## config.mk

```make
export PLATFORM = sky130hd
export DESIGN_NAME = of_interlock_ctrl_flat
export DESIGN_NICKNAME = d
export VERILOG_FILES = /design/src/rtl/of_interlock_if.sv /design/src/rtl/of_interlock_ctrl.sv /design/src/flat_wrapper.sv
export SDC_FILE = /design/constraint.sdc
export NUM_CORES = 1
export LEC_CHECK = 0
export CELL_PAD_IN_SITES_DETAIL_PLACEMENT = 2
export CELL_PAD_IN_SITES_GLOBAL_PLACEMENT = 2
export CORE_UTILIZATION = 25
export CTS_CLUSTER_SIZE = 20
export DETAILED_ROUTE_END_ITERATION = 7
export GPL_TIMING_DRIVEN = 0
export PLACE_DENSITY_LB_ADDON = 0.1
export SKIP_CTS_REPAIR_TIMING = 1
export SLEW_MARGIN = 20
export SYNTH_ARGS = -nofsm -noshare
export SYNTH_HDL_FRONTEND = slang
export SYNTH_SLANG_ARGS = --single-unit
```

## constraint.sdc

```tcl
create_clock -name clk -period 1.9 [get_ports clk]
set_clock_uncertainty 0.2 [all_clocks]
set_input_delay 0.285 -clock clk [delete_from_list [all_inputs] [get_ports clk]]
set_output_delay 0.285 -clock clk [all_outputs]
set_load 0.02 [all_outputs]
```

## src/rtl/of_interlock_if.sv

```systemverilog
// Operand-fetch interlock bundle: OF decode fields and EX branch status in,
// forwarding selects and pipeline hold/kill controls out.
interface of_interlock_if;
  logic       of_valid;
  logic [3:0] of_rs1;
  logic [3:0] of_rs2;
  logic       of_uses_rs1;
  logic       of_uses_rs2;
  logic [3:0] of_rd;
  logic       of_writes;
  logic       of_is_ld;
  logic       of_is_multi;
  logic       ex_branch_taken;
  logic       fwd1_rw_of;
  logic       fwd2_rw_of;
  logic       stall_if;
  logic       stall_of;
  logic       bubble_ex;
  logic       flush_if_of;
  logic       busy;

  modport master (
    output of_valid, of_rs1, of_rs2, of_uses_rs1, of_uses_rs2, of_rd,
           of_writes, of_is_ld, of_is_multi, ex_branch_taken,
    input  fwd1_rw_of, fwd2_rw_of, stall_if, stall_of, bubble_ex,
           flush_if_of, busy
  );

  modport slave (
    input  of_valid, of_rs1, of_rs2, of_uses_rs1, of_uses_rs2, of_rd,
           of_writes, of_is_ld, of_is_multi, ex_branch_taken,
    output fwd1_rw_of, fwd2_rw_of, stall_if, stall_of, bubble_ex,
           flush_if_of, busy
  );
endinterface

```

## src/rtl/of_interlock_ctrl.sv

```systemverilog
// Operand-fetch interlock controller: tracks in-flight destinations in
// EX/MA/RW, drives the RW->OF forwarding selects and the stall, bubble and
// flush controls for load-use hazards, taken branches and multi-cycle EX ops.
// Build option: define OF_INTERLOCK_MULTI_EN to include the multi-cycle
// EX FSM; without it every EX op is single-cycle and busy stays low.
//
// state  | meaning
// S_IDLE | pipeline advances normally, branches honoured
// S_BUSY | multi-cycle op holds EX, OF/IF stalled, MA fed bubbles
module of_interlock_ctrl #(
  parameter int MULTI_CYCLES = 4
) (
  input logic            clk,
  input logic            rst_n,
  of_interlock_if.slave  bus
);

  logic       r_ex_v, r_ex_ld, r_ma_v, r_rw_v;
  logic [3:0] r_ex_rd, r_ma_rd, r_rw_rd;
  logic       w_busy, w_flush, w_load_use, w_stall, w_issue;
  logic       w_ex1, w_ex2, w_ma1, w_ma2, w_rw1, w_rw2;

  assign w_ex1 = r_ex_v & (r_ex_rd == bus.of_rs1);
  assign w_ex2 = r_ex_v & (r_ex_rd == bus.of_rs2);
  assign w_ma1 = r_ma_v & (r_ma_rd == bus.of_rs1);
  assign w_ma2 = r_ma_v & (r_ma_rd == bus.of_rs2);
  assign w_rw1 = r_rw_v & (r_rw_rd == bus.of_rs1);
  assign w_rw2 = r_rw_v & (r_rw_rd == bus.of_rs2);

  // The EX occupant during BUSY is never a branch, so branch status is ignored there.
  assign w_flush    = bus.ex_branch_taken & ~w_busy;
  assign w_load_use = bus.of_valid & r_ex_ld &
                      ((w_ex1 & bus.of_uses_rs1) | (w_ex2 & bus.of_uses_rs2));
  assign w_stall    = w_busy | (w_load_use & ~w_flush);
  assign w_issue    = bus.of_valid & ~w_stall & ~w_flush;

  // Outputs are held low for the whole time reset is asserted.
  assign bus.fwd1_rw_of  = rst_n & bus.of_valid & bus.of_uses_rs1 & w_rw1 & ~w_ex1 & ~w_ma1;
  assign bus.fwd2_rw_of  = rst_n & bus.of_valid & bus.of_uses_rs2 & w_rw2 & ~w_ex2 & ~w_ma2;
  assign bus.stall_if    = rst_n & w_stall;
  assign bus.stall_of    = rst_n & w_stall;
  assign bus.bubble_ex   = rst_n & (w_flush | (w_load_use & ~w_busy));
  assign bus.flush_if_of = rst_n & w_flush;
  assign bus.busy        = rst_n & w_busy;

  // Destination tracker: shift EX->MA->RW, or hold EX and bubble MA while busy.
  always_ff @(posedge clk or negedge rst_n) begin
    if (!rst_n) begin
      r_ex_v  <= 1'b0;
      r_ex_ld <= 1'b0;
      r_ex_rd <= 4'd0;
      r_ma_v  <= 1'b0;
      r_ma_rd <= 4'd0;
      r_rw_v  <= 1'b0;
      r_rw_rd <= 4'd0;
    end else if (w_busy) begin
      r_ma_v  <= 1'b0;
      r_rw_v  <= r_ma_v;
      r_rw_rd <= r_ma_rd;
    end else begin
      r_ex_v  <= w_issue & bus.of_writes;
      r_ex_ld <= w_issue & bus.of_writes & bus.of_is_ld;
      r_ex_rd <= bus.of_rd;
      r_ma_v  <= r_ex_v;
      r_ma_rd <= r_ex_rd;
      r_rw_v  <= r_ma_v;
      r_rw_rd <= r_ma_rd;
    end
  end

`ifdef OF_INTERLOCK_MULTI_EN
  typedef enum logic {S_IDLE, S_BUSY} state_t;

  state_t     r_state, w_state_nxt;
  logic [3:0] r_cnt, w_cnt_nxt;

  // Multi-cycle FSM state and occupancy counter.
  always_ff @(posedge clk or negedge rst_n) begin
    if (!rst_n) begin
      r_state <= S_IDLE;
      r_cnt   <= 4'd0;
    end else begin
      r_state <= w_state_nxt;
      r_cnt   <= w_cnt_nxt;
    end
  end

  // Enter BUSY on a multi-cycle issue; leave once the last stall cycle has run.
  always_comb begin
    w_state_nxt = r_state;
    w_cnt_nxt   = r_cnt;
    case (r_state)
      S_IDLE: begin
        if (w_issue & bus.of_is_multi) begin
          w_state_nxt = S_BUSY;
          w_cnt_nxt   = 4'(MULTI_CYCLES - 1);
        end
      end
      S_BUSY: begin
        w_cnt_nxt = r_cnt - 4'd1;
        if (r_cnt == 4'd1) w_state_nxt = S_IDLE;
      end
      default: w_state_nxt = S_IDLE;
    endcase
  end

  assign w_busy = (r_state == S_BUSY);
`else
  logic w_unused_cfg;

  assign w_busy       = 1'b0;
  assign w_unused_cfg = bus.of_is_multi ^ (MULTI_CYCLES > 1);
`endif

endmodule
```

## src/flat_wrapper.sv

```systemverilog
// flat-port wrapper written by rule: the top's interface ports become plain ports
module of_interlock_ctrl_flat 
#(
  parameter int MULTI_CYCLES = 4
)
  (clk, rst_n, bus_of_valid, bus_of_rs1, bus_of_rs2, bus_of_uses_rs1, bus_of_uses_rs2, bus_of_rd, bus_of_writes, bus_of_is_ld, bus_of_is_multi, bus_ex_branch_taken, bus_fwd1_rw_of, bus_fwd2_rw_of, bus_stall_if, bus_stall_of, bus_bubble_ex, bus_flush_if_of, bus_busy);
  of_interlock_if bus_i ();
  input logic clk;
  input logic rst_n;
  input wire logic [$bits(bus_i.of_valid)-1:0] bus_of_valid;
  input wire logic [$bits(bus_i.of_rs1)-1:0] bus_of_rs1;
  input wire logic [$bits(bus_i.of_rs2)-1:0] bus_of_rs2;
  input wire logic [$bits(bus_i.of_uses_rs1)-1:0] bus_of_uses_rs1;
  input wire logic [$bits(bus_i.of_uses_rs2)-1:0] bus_of_uses_rs2;
  input wire logic [$bits(bus_i.of_rd)-1:0] bus_of_rd;
  input wire logic [$bits(bus_i.of_writes)-1:0] bus_of_writes;
  input wire logic [$bits(bus_i.of_is_ld)-1:0] bus_of_is_ld;
  input wire logic [$bits(bus_i.of_is_multi)-1:0] bus_of_is_multi;
  input wire logic [$bits(bus_i.ex_branch_taken)-1:0] bus_ex_branch_taken;
  output wire logic [$bits(bus_i.fwd1_rw_of)-1:0] bus_fwd1_rw_of;
  output wire logic [$bits(bus_i.fwd2_rw_of)-1:0] bus_fwd2_rw_of;
  output wire logic [$bits(bus_i.stall_if)-1:0] bus_stall_if;
  output wire logic [$bits(bus_i.stall_of)-1:0] bus_stall_of;
  output wire logic [$bits(bus_i.bubble_ex)-1:0] bus_bubble_ex;
  output wire logic [$bits(bus_i.flush_if_of)-1:0] bus_flush_if_of;
  output wire logic [$bits(bus_i.busy)-1:0] bus_busy;
  assign bus_i.of_valid = bus_of_valid;
  assign bus_i.of_rs1 = bus_of_rs1;
  assign bus_i.of_rs2 = bus_of_rs2;
  assign bus_i.of_uses_rs1 = bus_of_uses_rs1;
  assign bus_i.of_uses_rs2 = bus_of_uses_rs2;
  assign bus_i.of_rd = bus_of_rd;
  assign bus_i.of_writes = bus_of_writes;
  assign bus_i.of_is_ld = bus_of_is_ld;
  assign bus_i.of_is_multi = bus_of_is_multi;
  assign bus_i.ex_branch_taken = bus_ex_branch_taken;
  assign bus_fwd1_rw_of = bus_i.fwd1_rw_of;
  assign bus_fwd2_rw_of = bus_i.fwd2_rw_of;
  assign bus_stall_if = bus_i.stall_if;
  assign bus_stall_of = bus_i.stall_of;
  assign bus_bubble_ex = bus_i.bubble_ex;
  assign bus_flush_if_of = bus_i.flush_if_of;
  assign bus_busy = bus_i.busy;
  of_interlock_ctrl #(.MULTI_CYCLES(MULTI_CYCLES)) u_core (.clk(clk), .rst_n(rst_n), .bus(bus_i));
endmodule
```

== After elaboration in Yosys (flattened, before gate mapping) ==
Index checks and enable logic that the tools add are counted.

* Equal/unequal tests: 6
* Bitwise operators: 35

{| class="wikitable"
|+ Operator list
! cell !! number
|-
| 1-bit AND || 27
|-
| 4-bit == test || 6
|-
| 1-bit inverter || 6
|-
| 1-bit bitwise OR || 2
|}

* Flip-flop bits (word level): 16
* Input bits: 21
* Output and inout bits: 7
* Word-level logic and storage cells: 48

== Logic depth before layout (Yosys ltp) ==
* Depth after elaboration: 11
* Gate-level depth with buffers: 6
* Mapped depth without buffers: 5

== Worst setup path after synthesis ==
OpenSTA, ideal clock, no wires.

* Kind: register to output
* Start point: register u_core.r_ex_rd[2]
* End point: output port bus_stall_of
* Data arrival time: 1,580 ps
* Data required time: 1,415 ps
* Path slack: -165 ps
* Cell stages (with the launch flop): 7
* Path through: dfrtp_1 -> xor2_1 -> nor3_2 -> and4_4 -> o21ai_2 -> nor2_1 -> buf_4

* Cells in the longest elaborated chain, start to end: 7
* Elaborated cells on any way between the ends: 10
* Classes of those cells: eq/ne (2); bitwise (8)

{| class="wikitable"
|+ Ends and longest elaborated chain
! element !! RTL line !! text
|-
| start, declared || of_interlock_ctrl.sv:19 || <nowiki>logic [3:0] r_ex_rd, r_ma_rd, r_rw_rd;</nowiki>
|-
| start signal, assigned || of_interlock_ctrl.sv:63 || <nowiki>r_ex_rd <= bus.of_rd;</nowiki>
|-
| 4-bit == test, on equally long branches || of_interlock_ctrl.sv:23, of_interlock_ctrl.sv:24 ||
|-
| 1-bit AND, on equally long branches || of_interlock_ctrl.sv:23, of_interlock_ctrl.sv:24 ||
|-
| 1-bit AND || of_interlock_ctrl.sv:33 || <nowiki>((w_ex1 & bus.of_uses_rs1) | (w_ex2 & bus.of_uses_rs2));</nowiki>
|-
| 1-bit bitwise OR * || of_interlock_ctrl.sv:33 ||
|-
| 1-bit AND * || of_interlock_ctrl.sv:32 || <nowiki>assign w_load_use = bus.of_valid & r_ex_ld &</nowiki>
|-
| 1-bit AND * || of_interlock_ctrl.sv:34 || <nowiki>assign w_stall = w_busy | (w_load_use & ~w_flush);</nowiki>
|-
| 1-bit AND * || n/a ||
|-
| end, declared || flat_wrapper.sv:23 || <nowiki>output wire logic [$bits(bus_i.stall_of)-1:0] bus_stall_of;</nowiki>
|}

Mark *: on every way between the ends. The rest lies on a longest branch, timed or not.

== Worst setup path after layout ==
* Start point: register u_core.r_ex_rd[3]
* End point: output port bus_bubble_ex

* Cells in the longest elaborated chain, start to end: 7
* Elaborated cells on any way between the ends: 10
* Classes of those cells: eq/ne (2); bitwise (8)

{| class="wikitable"
|+ Ends and longest elaborated chain
! element !! RTL line !! text
|-
| 4-bit == test, on equally long branches || of_interlock_ctrl.sv:23, of_interlock_ctrl.sv:24 ||
|-
| 1-bit AND, on equally long branches || of_interlock_ctrl.sv:23, of_interlock_ctrl.sv:24 ||
|-
| 1-bit AND || of_interlock_ctrl.sv:33 ||
|-
| 1-bit bitwise OR * || of_interlock_ctrl.sv:33 ||
|-
| 1-bit AND * || of_interlock_ctrl.sv:32 ||
|-
| 1-bit bitwise OR * || of_interlock_ctrl.sv:42 || <nowiki>assign bus.bubble_ex = rst_n & (w_flush | (w_load_use & ~w_busy));</nowiki>
|-
| 1-bit AND * || of_interlock_ctrl.sv:42 ||
|-
| end, declared || flat_wrapper.sv:24 || <nowiki>output wire logic [$bits(bus_i.bubble_ex)-1:0] bus_bubble_ex;</nowiki>
|}

Marked as above.

==> key figures <==
Timing
  – Final Cycle Share: 119.2%
  – Final hold vios: 0
  – Fin worst setup slack: -0.3647 ns
  – Worst-Margin Slew: 0.7630 ns
  – Tmin final: 2.265 ns
  – Slew Limit Headroom: 48.97%
  – Setup-failing EPs final: 5
  – Hold slack: 0.2208 ns
  – Max Slew Vio Count: 0
  – RSZ-0062 raised after global routing: true
  – Max Clock Freq: 441.6 MHz

Global routing
  – M3 GR Usage: 5.055%
  – Grt ovf: 0
  – Met2 usage: 23.81%
  – Met1 Usage GRT: 18.44%
  – Largest net degree at the start of global routing: 21
  – Vias in the first global route: 697
  – First-pass GRT wire length: 3.512 mm
  – GRT Max-Usage Layer: met2
  – GRT Util Overall: 14.60%
  – Initial antenna violation count: 0

Route
  – Avg Vias per Cell: 4.366
  – DR pass1 iterations: 4
  – WL/cell: 14.97 um
  – Final ANT Viol Nets: 0
  – Routed wire length: 2.170 mm
  – Via count: 633
  – Residual DRC: 0
  – DR iter-0 viols: 17

Die
  – Core Box Area: 0.003028 sq mm
  – Row cnt: 20
  – # IOs: 28
  – Die width: 58.38 um
  – Die height: 58.38 um
  – Die ar.: 0.003408 sq mm
  – Starting Density: 26.24%

Synthesis
  – Number of synthesized register bits: 16
  – Register area share after synthesis: 50.39%
  – Synth warn: 0
  – Syn Inst Count: 69
  – Synthesized area per cell: 11.51 sq um
  – Syn Nets: 90
  – Unique masters post-synth: 23
  – Mapped Area: 794.5 sq um

Job
  – Max-cap viol count: 0

Critical path
  – Setup CP Type: reg -> out
  – Crit-path max FO: 3
  – Flop2flop setup slack: 0.10 ns
  – CP Data Required Time: 1.41 ns
  – CP endpoint kind: output port
  – Critical path startpoint category: flip-flop
  – CP Data Arrival Time: 1.78 ns

Hold path
  – Hold crit path type: reg -> reg

Placement
  – I/O Buffers: 25
  – RePlAce Congestion: 0.7186
  – Post-DP Area: 0.001107 sq mm
  – HPWL Detailed: 1.588 mm
  – Placed cell count: 138

Power and ir drop
  – Power per cell area: 611.3 mW/mm^2
  – Pleak: 0.5683 nW
  – Maximum VDD drop: 0.0002623 V

Clocking
  – CTS sink cnt: 16
  – CTS Root Cell: clkbuf_4
  – Worst-path clk slew: 0.10 ns
  – CTS max path bufs: 2
  – Latest clock arrival within the worst-skew pair: 0.29 ns
  – H-tree Lvls: 1
  – CTS tree: yes
  – Total CTS buffers: 3

Outcome
  – Failing checks: setup timing
  – Status: finished, violations left

Finish
  – Fin area: 0.001206 sq mm
  – P&R area growth vs syn: 51.81%
  – Final #Nets: 123
  – Diode count: 0
  – Layout cells sized above 1: 21.78%
  – Post-route insts no fill: 145
## power by group
part           switching [mW]  total, mW  internal (mW)  leakage (nW)
logic                  0.0644      0.136         0.0718         0.353
clock network           0.112      0.228          0.117        0.0210
registers              0.0165      0.373          0.356         0.194
## path summary, 6_finish.rpt
| path | cells after the start | end | start |
|---|---|---|---|
| max in group asynchronous | 2 | u_core.r_rw_rd[1] | rst_n |
| hold / removal | 0 | u_core.r_rw_v | u_core.r_ma_v |
| min in group asynchronous | 2 | u_core.r_rw_rd[0] | rst_n |
| hold reg to reg | 0 | u_core.r_rw_v | u_core.r_ma_v |
| setup reg to reg | 6 | u_core.r_ex_ld | u_core.r_ex_rd[3] |
| setup / recovery | 6 | bus_bubble_ex | u_core.r_ex_rd[3] |
## critical path, stage by stage (launching register included)
cell	delay [ns]
dfrtp_1	0.43
xor2_1	0.17
nor3_2	0.24
and4_4	0.27
o21ai_4	0.08
o21bai_1	0.14
buf_4	0.16
## per-layer routing
layer	vias up	routed length, um
met3	2	147
met1	316	950
met4	0	19
li1	295	-
met5	-	0
met2	20	1053
## registers in the layout (all words and copies together) (netlist names)
signal,flops
u_core.r_rw_v,1
u_core.r_ex_ld,1
u_core.r_ex_rd,4
u_core.r_ex_v,1
u_core.r_ma_rd,4
u_core.r_rw_rd,4
u_core.r_ma_v,1
## area by class of cell
class / instances / area [sq um]
sequential: 16 / 400.4
clock buffer: 4 / 36.28
timing repair buffer: 28 / 281.5
multi-input combinational: 50 / 410.4
fill: 331 / 1822
tap: 44 / 55.05
inverter: 1 / 3.754
buffer: 2 / 18.77
## Yosys cell counts
| library cell | count | area, sq um |
|---|---|---|
| xor2_1 | 17 | 148.9 |
| dfrtp_1 | 16 | 400.4 |
| xnor2_1 | 6 | 52.55 |
| nand3_1 | 3 | 15.01 |
| a31oi_1 | 2 | 12.51 |
| and3_1 | 2 | 12.51 |
| buf_4 | 2 | 15.01 |
| nand2_1 | 2 | 7.510 |
| nand2b_1 | 2 | 12.51 |
| nor3_1 | 2 | 10.01 |
| nor3_2 | 2 | 20.02 |
| nor4_1 | 2 | 12.51 |
| and2_1 | 1 | 6.260 |
| and4_1 | 1 | 8.760 |
| and4_4 | 1 | 11.26 |
| conb_1 | 1 | 3.750 |
| inv_1 | 1 | 3.750 |
| nand4_1 | 1 | 6.260 |
| nor2_1 | 1 | 3.750 |
| nor2b_1 | 1 | 6.260 |
| o2111ai_1 | 1 | 8.760 |
| o21ai_2 | 1 | 8.760 |
| o21bai_1 | 1 | 7.510 |
## placed cells by master, fill, tap and decap left out, types with 2 or more instances in the layout
cell,instances
buf_6,2
nor3_2,2
nor4_2,2
nand3_1,3
clkdlybuf4s50_1,11
xnor2_1,6
buf_4,6
nor3_1,2
dlymetal6s2s_1,8
dfrtp_1,16
nand2_1,2
a31oi_1,2
nand2b_1,2
clkbuf_4,4
and3_1,2
xor2_1,16
## logic make-up (layout without fill, tap and decap cells)
| family | after synthesis | count (layout) | share of synthesized area [%] |
|---|---|---|---|
| flip-flops | 16 | 16 | 50.39 |
| AND/OR/NAND/NOR | 21 | 21 | 16.69 |
| AO/OA/AOI/OAI | 5 | 5 | 4.725 |
| buffers and inverters | 3 | 35 | 2.361 |
| XOR/XNOR | 23 | 23 | 25.35 |
| other | 1 | 1 | 0.4720 |
## through the flow
stage	utilization, %	setup slack [ns]	total power [mW]	setup TNS [ns]
after global routing	39.83	-0.4695	0.7826	-2.145
after CTS	37.77	-1.260	0.7496	-6.454
final	39.83	-0.3647	0.7373	-1.562
after global placement	36.57	-1.210	0.5057	-6.398
after floorplan	-	0.01975	0.4310	0
after detailed placement	36.57	-1.240	0.5095	-6.755
(Power assumes the default switching activity.)
==> patch: new RTL, config.mk and constraints unchanged <==
Build with the macro `OF_INTERLOCK_MULTI_EN` defined.
--- a/src/rtl/of_interlock_ctrl.sv
+++ b/src/rtl/of_interlock_ctrl.sv
@@ -9,2 +9,4 @@
 // S_BUSY | multi-cycle op holds EX, OF/IF stalled, MA fed bubbles
+`define OF_INTERLOCK_MULTI_EN
+
 module of_interlock_ctrl #(
Check against the original RTL: not equivalent (Yosys sat finds a counterexample within 4 cycles, from zero or initial values and one cycle with rst_n low).
==> patch against the unedited design <==
The flow still finishes with violations (negative setup slack); critical path type unchanged; setup slack better by 0.13 ns; critical path depth down 1; die area up 50%; routed wire length up 59%; worst hold slack worse by 0.067 ns; sequential power up 150%; sequential cell count up 5; synthesized area up 52%; combinational power rose to 8.0 times the old value; design area up 49%; power rose to 3.1 times the old value.
==> patch: results (changes against the unedited design) <==
cp_max_fo: 2  # was 3
wl_met3_um: 99  # was 147 µm
grt_pass1_wl_mm: 5.43  # was 3.51 mm
synth-xor-area-share: 0.195  # was 0.254
muxShareOfSynthArea: 0.0745  # was 0
avgRoutedWirePerCell_um: 16.7  # was 15.0 µm
violations: "negative setup slack"  # unchanged
wl_met1_mm: 1.64  # was 950 µm
ys_top_cells_by_count: "21 x dfrtp_1, 15 x xor2_1, 12 x xnor2_1, 10 x nand2_1, 8 x mux2_2"  # was 17 x xor2_1, 16 x dfrtp_1, 6 x xnor2_1, 3 x nand3_1
switching_share: 0.398  # was 0.261
worst_slack_ns: -0.237  # was -0.365 ns
seq_area_frac_synth: 0.434  # was 0.504
synth_cell_type_count: 28  # was 23
place_ws_ns: -0.925  # was -1.24 ns
outcome: "complete, but fails checks"  # unchanged
grt_pass1_vias: 1105  # was 697
clk_latency_ns: 0.27  # was 0.29 ns
max_stage_delay_ns: 0.41  # was 0.43 ns
portBuffers: 27  # was 25
instances_no_fill: 207  # was 145
power_leakage_nw: 0.828  # was 0.568 nW
cts_root_buffer: "clkbuf_8"  # was clkbuf_4
grt_start_max_net_pins: 26  # was 21
syn-instance-count: 115  # was 69
power.switching_mw: 0.923  # was 0.193 mW
dpl_cell_area_um2: 1550  # was 1110 µm²
clkTransAtPathRegs_ns: 0.08  # was 0.10 ns
worst_pin_slew_ns: 0.527  # was 0.763 ns
vias: 1000  # was 633
dp_cells: 194  # was 138
grt.total_usage: 0.141  # was 0.146
ys_top_cells_by_area: "dfrtp_1 43%, xor2_1 11%, xnor2_1 8.7%"  # was dfrtp_1 50%, xor2_1 19%, xnor2_1 6.6%
finalSetupViolations: 5  # unchanged
place.gp.congestion: 0.717  # was 0.719
synth_nets: 138  # was 90
drive_gt1_frac: 0.342  # was 0.218
synth_compound_area_frac: 0.0869  # was 0.0472
wl_met2_mm: 1.69  # was 1.05 mm
drt_iter0_drc: 20  # was 17
## patch: changes by cell type in the layout (fill, tap and decap cells not counted), moves of 3 or more
cell	before	now
mux2_2	0	8
nand2_1	2	10
xnor2_2	0	8
buf_4	6	13
o21ai_0	0	5
dfrtp_2	0	4
clkbuf_4	4	1
dlymetal6s2s_1	8	11
nor2_1	0	3
## patch: cell type report
cell class	count	area [µm²]
fillers	479	2710
plain buffers	3	18.8
repair buffers	36	364
clock inverters	1	7.51
clock buffers	3	41.3
inverters	3	11.3
flip-flops and latches	21	531
multi-input cells	88	758
well taps	52	65.1
## patch: metal layers
metal	vias to the layer above	global-route usage
li1	478	-
met1	501	0.182
met2	17	0.244
met3	4	0.0295
met4	0	0.0261
met5	-	0
## patch: cells by family after synthesis
| logic type | after synthesis |
|---|---|
| XOR/XNOR | 27 |
| buffers and inverters | 6 |
| multiplexers | 8 |
| AO/OA/AOI/OAI | 14 |
| flip-flops | 21 |
| adder cells (fa/ha/maj) | 2 |
| AND/OR/NAND/NOR | 37 |
## patch: worst paths after layout
kind,cells after the start,slack [ns],endpoint,start
max in group asynchronous,3,0.92,u_core.r_ex_rd[1],rst_n
setup / recovery,5,-0.24,bus_fwd1_rw_of,u_core.r_rw_rd[1]
setup reg to reg,5,0.19,u_core.r_ex_ld,u_core.r_ex_rd[1]
hold reg to reg,0,0.26,u_core.r_rw_rd[3],u_core.r_ma_rd[3]
hold / removal,2,0.15,u_core.r_cnt[0],bus_ex_branch_taken
min in group asynchronous,3,0.43,u_core.r_rw_rd[3],rst_n
## patch: worst reg2reg max path, stage by stage, from the launching register on
cell and delay (ns):
dfrtp_2 0.46, xnor2_2 0.16, nand3_2 0.15, buf_4 0.17
o22ai_2 0.30, o21ai_0 0.15
